File: src/rtl/pipe_icache_pkg.sv
// pipe_icache_pkg
// Shared constants for the IF-stage instruction cache: word/address width,
// default index width, and the tag width derived from the address split
// (index = addr[IDX_BITS+1:2], tag = addr[31:IDX_BITS+2]).
package pipe_icache_pkg;

  localparam int unsigned WORD_W       = 32;
  localparam int unsigned IDX_BITS_DEF = 6;

  // Tag covers everything above the index and the byte offset.
  function automatic int unsigned tag_width(input int unsigned idx_bits);
    return WORD_W - idx_bits - 2;
  endfunction

endpackage

File: src/rtl/pipe_icache_line_array.sv
// icache_line_array
// Storage for the direct-mapped cache lines: one valid bit, one tag and one
// data word per line. Asynchronous read port, single synchronous write port.
// Only the valid bits are reset; tag/data are plain storage so they can map
// to distributed RAM.
// Ports:
//   clk_i, rst_i        clock, synchronous active-high reset (clears valid)
//   rd_idx_i            read index
//   rd_valid_o/tag_o/data_o  contents of the addressed line
//   we_i, wr_idx_i, wr_tag_i, wr_data_i  line write (sets valid)
module icache_line_array
  import pipe_icache_pkg::*;
#(
  parameter int unsigned IDX_BITS = IDX_BITS_DEF,
  parameter int unsigned TAG_W    = tag_width(IDX_BITS_DEF)
) (
  input  logic                clk_i,
  input  logic                rst_i,
  input  logic [IDX_BITS-1:0] rd_idx_i,
  output logic                rd_valid_o,
  output logic [TAG_W-1:0]    rd_tag_o,
  output logic [WORD_W-1:0]   rd_data_o,
  input  logic                we_i,
  input  logic [IDX_BITS-1:0] wr_idx_i,
  input  logic [TAG_W-1:0]    wr_tag_i,
  input  logic [WORD_W-1:0]   wr_data_i
);

  localparam int unsigned NLINES = 2 ** IDX_BITS;

  logic [NLINES-1:0] valid_q;
  logic [TAG_W-1:0]  tag_q  [NLINES];
  logic [WORD_W-1:0] data_q [NLINES];

  always_ff @(posedge clk_i) begin
    if (rst_i) begin
      valid_q <= '0;
    end else if (we_i) begin
      valid_q[wr_idx_i] <= 1'b1;
    end
  end

  // The write enable already excludes reset, so no reset term is needed here.
  always_ff @(posedge clk_i) begin
    if (we_i) begin
      tag_q[wr_idx_i]  <= wr_tag_i;
      data_q[wr_idx_i] <= wr_data_i;
    end
  end

  assign rd_valid_o = valid_q[rd_idx_i];
  assign rd_tag_o   = tag_q[rd_idx_i];
  assign rd_data_o  = data_q[rd_idx_i];

endmodule

File: src/rtl/pipe_icache.sv
// pipe_icache
// Direct-mapped, write-once instruction cache between the IF-stage PC and
// the slow instruction ROM. Hits return the word combinationally; misses
// pass the memory response straight through and fill the line on the first
// edge where memory is ready. No miss state is held: the request always
// follows the current PC.
// Ports:
//   clk_i, rst_i     clock, synchronous active-high reset
//   p_a_i            fetch address (PC)
//   p_din_o          instruction to IF
//   p_ready_o        p_din_o valid this cycle (IF stalls when low)
//   m_a_o            memory address (always the PC)
//   m_dout_i         memory read data
//   m_strobe_o       memory request, high on a miss
//   m_ready_i        memory data valid this cycle
//   hit_cnt_o        completed hits since reset
//   miss_cnt_o       completed fills since reset
module pipe_icache
  import pipe_icache_pkg::*;
#(
  parameter int unsigned IDX_BITS = IDX_BITS_DEF
) (
  input  logic              clk_i,
  input  logic              rst_i,
  input  logic [WORD_W-1:0] p_a_i,
  output logic [WORD_W-1:0] p_din_o,
  output logic              p_ready_o,
  output logic [WORD_W-1:0] m_a_o,
  input  logic [WORD_W-1:0] m_dout_i,
  output logic              m_strobe_o,
  input  logic              m_ready_i,
  output logic [31:0]       hit_cnt_o,
  output logic [31:0]       miss_cnt_o
);

  localparam int unsigned TAG_W = tag_width(IDX_BITS);

  logic [IDX_BITS-1:0] idx;
  logic [TAG_W-1:0]    tag;
  logic                line_valid;
  logic [TAG_W-1:0]    line_tag;
  logic [WORD_W-1:0]   line_data;
  logic                hit;
  logic                fill;

  logic [31:0] hit_cnt_q, hit_cnt_d;
  logic [31:0] miss_cnt_q, miss_cnt_d;

  assign idx = p_a_i[IDX_BITS+1:2];
  assign tag = p_a_i[WORD_W-1:IDX_BITS+2];

  icache_line_array #(
    .IDX_BITS (IDX_BITS),
    .TAG_W    (TAG_W)
  ) u_lines (
    .clk_i      (clk_i),
    .rst_i      (rst_i),
    .rd_idx_i   (idx),
    .rd_valid_o (line_valid),
    .rd_tag_o   (line_tag),
    .rd_data_o  (line_data),
    .we_i       (fill),
    .wr_idx_i   (idx),
    .wr_tag_i   (tag),
    .wr_data_i  (m_dout_i)
  );

  assign hit  = line_valid && (line_tag == tag);
  // Reset wins over a same-cycle memory response.
  assign fill = !hit && m_ready_i && !rst_i;

  always_comb begin
    m_a_o      = p_a_i;
    m_strobe_o = !hit;
    p_din_o    = m_dout_i;
    p_ready_o  = m_ready_i;
    if (hit) begin
      p_din_o   = line_data;
      p_ready_o = 1'b1;
    end
  end

  always_comb begin
    hit_cnt_d  = hit_cnt_q;
    miss_cnt_d = miss_cnt_q;
    if (hit) begin
      hit_cnt_d = hit_cnt_q + 32'd1;
    end
    if (fill) begin
      miss_cnt_d = miss_cnt_q + 32'd1;
    end
  end

  always_ff @(posedge clk_i) begin
    if (rst_i) begin
      hit_cnt_q  <= '0;
      miss_cnt_q <= '0;
    end else begin
      hit_cnt_q  <= hit_cnt_d;
      miss_cnt_q <= miss_cnt_d;
    end
  end

  assign hit_cnt_o  = hit_cnt_q;
  assign miss_cnt_o = miss_cnt_q;

endmodule

File: config.mk
export PLATFORM = sky130hd
export DESIGN_NAME = pipe_icache
export DESIGN_NICKNAME = d
export VERILOG_FILES = /design/src/rtl/pipe_icache_pkg.sv /design/src/rtl/pipe_icache_line_array.sv /design/src/rtl/pipe_icache.sv
export SDC_FILE = /design/constraint.sdc
export NUM_CORES = 2
export LEC_CHECK = 0
export ABC_AREA = 1
export BUFFER_PORTS_ARGS = -buffer_cell sky130_fd_sc_hd__buf_2
export CELL_PAD_IN_SITES_DETAIL_PLACEMENT = 1
export CELL_PAD_IN_SITES_GLOBAL_PLACEMENT = 1
export CORE_MARGIN = 8
export CORE_UTILIZATION = 44
export CTS_BUF_LIST = sky130_fd_sc_hd__clkbuf_8
export CTS_CLUSTER_SIZE = 20
export DETAILED_ROUTE_END_ITERATION = 16
export PLACE_DENSITY_LB_ADDON = 0.1
export REMOVE_ABC_BUFFERS = 1
export SLEW_MARGIN = 20
export SYNTH_ARGS = -nofsm -noshare
export SYNTH_HDL_FRONTEND = slang
export SYNTH_SLANG_ARGS = --single-unit
File: constraint.sdc
create_clock -name clk_i -period 9.4 [get_ports clk_i]
set_input_delay 1.41 -clock clk_i [delete_from_list [all_inputs] [get_ports clk_i]]
set_output_delay 1.41 -clock clk_i [all_outputs]
set_load 0.005 [all_outputs]
## Word-level counts from Yosys, hierarchy flattened

Memories as Yosys holds them, arrays and structs flattened.
Cells that the tools add are included.

- Bits in latches: 0
- Input port bits: 67
- Memories kept: 2
- ROM bits: 0
- Bits in writable memories: 3584
- Bits in registers: 128
- Output and inout bits: 130

- Div/mod/pow operators: 0
- Equality and inequality tests: 1
- Add/subtract/negate cells: 2
- Multiplexer cells: 8
- Reduce and logical (&&, ||, !) cells: 6
- Order comparisons: 2
- Multipliers: 0
- Bitwise operators: 1
- Shifts and indexed selects: 0

Memory list:

| name | words | width | rd ports | clocked after memory_dff | write ports | line | RTL |
|---|---|---|---|---|---|---|---|
| u_lines.data_q | 64 | 32 | 1 | 0 | 1 | pipe_icache_line_array.sv:33 | `logic [WORD_W-1:0] data_q [NLINES];` |
| u_lines.tag_q | 64 | 24 | 1 | 0 | 1 | pipe_icache_line_array.sv:32 | `logic [TAG_W-1:0] tag_q [NLINES];` |

Operator list:

| operator | count |
|---|---|
| $add A32 B1 Y32 const B | 2 |
| $or A64 B64 Y64 | 1 |
| $mux W32 | 1 |
| $eq A24 B24 Y1 | 1 |
| $lt A6 B7 Y1 const B | 1 |
| $bmux W1 S6 | 1 |
| $demux W1 S6 | 1 |
| $ge A6 B1 Y1 const B | 1 |
| $mux W1 | 5 |
| $logic_and A1 B1 Y1 | 4 |
| $logic_not A1 Y1 | 2 |

## Longest topological paths before layout

- Word-level depth: 8
- Depth in mapped cells: 25

## Hierarchy

Synthesis repeated with hierarchy kept, for this count alone.

- Cell total of the unflattened synthesis: 13079
- Area total of the unflattened synthesis: 151436.5 um2

By module, submodules not included:

| module | instances | area an instance (um2) | seq. area each (um2) | cells an instance |
|---|---|---|---|---|
| icache_line_array | 1 | 146076.3 | 108904.4 | 12101 |
| pipe_icache | 1 | 5360.1 | 1281.2 | 978 |

## Least setup slack after synthesis

Ideal clock, no wire load.

- Path kind: input port to flip-flop
- Start point: input p_a_i[4]
- End point: memory u_lines.data_q[26][0], enable pin
- Path slack: 1739 ps
- Stages: 20
- Setup time: 539 ps
- Data required time: 8861 ps
- Data arrival time: 7123 ps
- Cells stage by stage: buf_2 inv_2 nor2_4 buf_4 clkbuf_1 nand3_1 nand4_1 nand2_1 nand2_1 nor2_1 nand2_1 nand2_1 nand2_1 nor2_1 nand3_1 nor2_4 nand2_4 nand2_4 buf_4 nor3_1

- Cells in the longest elaborated chain, start to end: 8
- Elaborated cells between the ends (all ways): 10
- Classes of those cells: eq/ne: 1; mux: 4; reduce/logical: 4; memory: 1

RTL lines:

| what | line | RTL |
|---|---|---|
| start, declared | pipe_icache.sv:25 | `input logic [WORD_W-1:0] p_a_i,` |
| $mem_v2 Z64 W24 or $bmux W1 S6 (tied branches) | -- |  |
| $eq A24 B24 Y1 or $mux W1 (tied branches) | pipe_icache.sv:68, pipe_icache_line_array.sv:51 |  |
| $logic_and A1 B1 Y1 | pipe_icache.sv:68 | `assign hit = line_valid && (line_tag == tag);` |
| $logic_not A1 Y1 | pipe_icache.sv:70 | `assign fill = !hit && m_ready_i && !rst_i;` |
| $logic_and A1 B1 Y1 (2 in a row) | pipe_icache.sv:70 |  |
| $mux W1 | pipe_icache_line_array.sv:45 | `if (we_i) begin` |
| $mux W1 (implied by the code) | pipe_icache_line_array.sv:47 | `data_q[wr_idx_i] <= wr_data_i;` |
| end, declared | pipe_icache_line_array.sv:33 |  |

Parallel ways exist; a longest one is shown, timed or not. The select of a mux whose other input is x is not followed.

## Worst setup path after layout

- Start point: input p_a_i[2]
- End point: output p_din_o[6]

- Cells in the longest elaborated chain, start to end: 4
- Elaborated cells between the ends (all ways): 7
- Classes of those cells: eq/ne: 1; mux: 3; reduce/logical: 1; memory: 2

RTL lines:

| what | line | RTL |
|---|---|---|
| $mem_v2 Z64 W24 or $bmux W1 S6 (tied branches) | -- |  |
| $eq A24 B24 Y1 or $mux W1 (tied branches) | pipe_icache.sv:68, pipe_icache_line_array.sv:51 |  |
| $logic_and A1 B1 Y1 | pipe_icache.sv:68 |  |
| $mux W32 * | pipe_icache.sv:77 | `if (hit) begin` |
| end, declared | pipe_icache.sv:26 | `output logic [WORD_W-1:0] p_din_o,` |

Mark *: on every way between the ends. The rest lies on a longest branch, timed or not. The select of a mux whose other input is x is not followed.

==> results_tabular.tex <==
\begin{tabular}{lr}
\hline
Metric & Value \\
\hline
\multicolumn{2}{l}{\textbf{STA}} \\
Final-report hold violation count & 0 \\
Part of the cycle the worst path needs & 88.86\% \\
Final setup vio count & 0 \\
Maximum clock frequency & 0.1197 GHz \\
Max-slew violation count & 0 \\
Max transition margin & around 20\% \\
Shortest period the worst path allows & 8.352 ns \\
Setup repair after global routing missed its margin & false \\
Worst Tran Pin Value & 1.203 ns \\
Total negative slack & 0 ns \\
Final clock skew & roughly 0.11 ns \\
\multicolumn{2}{l}{\textbf{Synthesis}} \\
Avg Inst Size Synth & between 10 and 15 sq um \\
Netlist area before placement & 146,900 sq um \\
Unique masters post-synth & 40 \\
Cells after Synth & between 10,000 and 15,000 \\
Count of state elements after synthesis & $\sim$3,700 \\
Synth warn & 0 \\
Sequential share of the synthesized area & 75.03\% \\
\multicolumn{2}{l}{\textbf{Placed design}} \\
Quantity of I/O buffers inserted on ports & between 150 and 200 \\
Final estimated routing congestion in global placement & 0.7896 \\
Half-perimeter wire length of the detailed placement result & 262,300 um \\
\multicolumn{2}{l}{\textbf{Floorplan}} \\
Die extent in y & 593.7 um \\
Core ar. & about 330,000 sq um \\
Effective utilization at floorplan & between 40\% and 50\% \\
Area of the die & 352,500 sq um \\
Number of top-level pins & 197 \\
Die width & 593.7 um \\
Number of placement rows & 212 \\
\multicolumn{2}{l}{\textbf{Finish}} \\
Fraction of final layout cells with drive strength greater than 1 & a little under an eighth \\
Fill cell count & 33,910 \\
Multi-input combinational cell area & 29,870 sq um \\
Area growth from synthesis to layout & 12.46\% \\
Leading cell types in the layout, fill and taps excluded & sky130\_fd\_sc\_hd\_\_edfxtp\_1 (3,584), sky130\_fd\_sc\_hd\_\_nand2\_1 (3,064), sky130\_fd\_sc\_hd\_\_inv\_1 (1,266) \\
Register cell area after layout & 110,200 sq um \\
Final-stage net count & 12,110 \\
Leading cell type in the layout, fill and taps excluded & sky130\_fd\_sc\_hd\_\_edfxtp\_1 \\
\multicolumn{2}{l}{\textbf{CTS}} \\
Clock root buffer master & sky130\_fd\_sc\_hd\_\_clkbuf\_8 \\
TritonCTS clock tree & built \\
Clock transition at the registers of the reported paths & 0.05 ns \\
Clock buffer count from CTS & about 640 \\
Total clock sinks & approximately 3,700 \\
Worst-skew pair later-pin latency & 1.22 ns \\
Maximum buffer depth of the clock tree & 4 \\
Cts repair resizes & 0 \\
CTS Hold Buffers Added & 0 \\
Number of H-tree branching levels & 6 \\
Number of buffers inserted by post-CTS setup repair & 0 \\
\multicolumn{2}{l}{\textbf{Worst setup path}} \\
Setup crit end kind & output port \\
Reg2reg setup slack & 4.16 ns \\
Required arrival time at the worst endpoint & 7.99 ns \\
Crit path cell chain & buf\_8 > inv\_8 > buf\_12 > buf\_4 > o21ai\_1 > nand2\_1 > o21ai\_1 > nand2\_1 > nor2\_1 > nand2\_1 > nand2\_1 > nand2\_1 > nor2\_1 > nand3\_1 > nor2\_4 > nand2\_8 > inv\_2 > buf\_4 > o21ai\_0 > nand2\_1 > buf\_2 \\
Endpoint of the lowest-slack register-to-register path & u\_lines.tag\_q[0][12] \\
Critical-path cell with the highest stage delay & sky130\_fd\_sc\_hd\_\_inv\_2 \\
Startpoint types & input port \\
Number of buffers and inverters on the critical path & 7 \\
Crit-path most repeated cell & sky130\_fd\_sc\_hd\_\_nand2\_1 \\
Delay-heaviest family, CP & buffers and inverters \\
Worst path max stage delay & roughly 0.64 ns \\
Worst endpoint data arrival time & $\sim$6.9 ns \\
Critical path peak fanout & just under 90 \\
Worst setup path startpoint & p\_a\_i[2] \\
CP Class & in2out \\
Crit Reg-Reg Startpoint & u\_lines.tag\_q[60][12] \\
Worst reg-to-reg path cell count & 18 \\
\multicolumn{2}{l}{\textbf{Detailed routing}} \\
Post-DR vias/cell & about 5.8 \\
Pre-Repair DR Iteration Count & 6 \\
Iter 0 DRT Violations & 10,450 \\
Vias post-DR & 97,940 \\
DRC Markers & 0 \\
Routed Wire Length & between 500,000 and 600,000 um \\
Post-DR wirelength/cell & 30.97 um \\
Post-route antenna net violation count & 0 \\
\multicolumn{2}{l}{\textbf{Power and ir drop}} \\
Leak & 60.22 nW \\
Cell Pwr Density & 201.8 nW/um\^{}2 \\
Worst vdd rail ir drop & 0.0001410 V \\
Post-layout power & approximately 33 mW \\
\multicolumn{2}{l}{\textbf{GRT}} \\
Pin count of the biggest net entering global routing & 149 \\
First-pass GRT wire length & 738,800 um \\
Congestion Overflow GR & 0 \\
Via count of the first global-routing pass & 100,400 \\
Global-route usage over all layers & 28.72\% \\
Antenna violations before repair & 16 \\
\multicolumn{2}{l}{\textbf{Hold path}} \\
Worst Hold Path EP & u\_lines.valid\_q[55] \\
Class of the most critical hold timing path & reg2reg \\
Worst min-delay path startpoint & u\_lines.valid\_q[55] \\
Hold Path Cell Cnt & 2 \\
\multicolumn{2}{l}{\textbf{Status}} \\
Run status & finished, final reports clean \\
\multicolumn{2}{l}{\textbf{Run}} \\
Maximum capacitance violations & 0 \\
\hline
\end{tabular}
power breakdown:
part,total [mW],switching (mW),internal (mW)
clock network,13.5,6.78,6.73
registers,18.2,0.0166,18.2
logic,1.60,1.23,0.370
synth_stat cells (all sizes together):
master | number | share of area (%)
o21ai | 376 | 1.3
a22oi | 288 | 1.5
nand3b | 5 | 0.026
o21bai | 7 | 0.036
buf | 323 | 1.1
a221oi | 226 | 1.3
a32o | 1 | 0.0068
nor3 | 37 | 0.13
a21oi | 186 | 0.63
a22o | 142 | 0.85
nor3b | 1 | 0.0051
o211ai | 117 | 0.60
clkinv | 4 | 0.010
nand4 | 359 | 1.5
or2 | 133 | 0.57
xnor2 | 14 | 0.083
a31o | 6 | 0.036
nand2 | 3070 | 7.9
xor2 | 32 | 0.19
ha | 2 | 0.017
clkbuf | 308 | 0.79
nand3 | 592 | 2.0
o22ai | 1 | 0.0043
o2bb2ai | 29 | 0.17
edfxtp | 3584 | 73
nor4 | 15 | 0.064
nor2 | 479 | 1.2
dfxtp | 128 | 1.7
inv | 1119 | 2.9
layer usage:
layer  up-vias  global-route usage, %  wire [um]
li1      41990                      -          -
met1     50930                  37.65     214400
met2      4051                  49.09     256400
met3       965                  3.956      33930
met4         4                  10.23      20000
met5         -                      0         27
cell families after synthesis:
logic type	after synthesis	share of synthesized area [%]
adder cells (fa/ha/maj)	2	0.01704
buffers and inverters	1754	4.797
flip-flops	3712	75.03
AO/OA/AOI/OAI	1379	6.436
AND/OR/NAND/NOR	4691	13.44
XOR/XNOR	46	0.2744
tightest hold or removal path: stages (launching register included):
cell and delay [ns]:
sky130_fd_sc_hd__dfxtp_1 0.31, sky130_fd_sc_hd__inv_1 0.05, sky130_fd_sc_hd__a21oi_1 0.05
metrics by stage:
step / utilization [%] / cells / setup slack [ns] / hold WS (ns) / area (sq um)
finish: 49.61 / 16950 / 1.048 / 0.4516 / 165100
CTS: 49.58 / 16940 / 0.9902 / 0.4331 / 165100
global placement: 46.14 / 15790 / 1.100 / 0.4369 / 153600
detailed placement: 46.15 / 15790 / 0.9946 / 0.4424 / 153600
global route: 49.61 / 16950 / 0.9275 / 0.4686 / 165100
floorplan: - / 10950 / -9.369 / 0.4242 / 144000
registers in the layout, summed over array words and instances (netlist names):
name,count
u_lines.data_q,2048
u_lines.tag_q,1536
u_lines.valid_q,64
hit_cnt_o,32
miss_cnt_o,32
worst max-delay path by stage:
stage,endpoint,slack (ns),cells past startpoint
6_report,p_din_o[6],1.05,21
5_1_grt,p_din_o[7],0.93,23
4_1_cts,p_din_o[23],0.99,20
3_5_place_dp,p_din_o[23],0.99,20
3_3_place_gp,p_din_o[23],1.10,20
2_1_floorplan,p_din_o[13],-9.37,9
layout make-up:
type	count	share of cell area (%)
diodes	3	0.004546
inverters	1123	2.724
multi-input cells	6118	18.08
repair buffers	454	2.221
flip-flops and latches	3712	66.72
well taps	4387	3.324
clock buffers	651	5.425
clock inverters	498	1.498
Power figures use the tool's default switching activity.
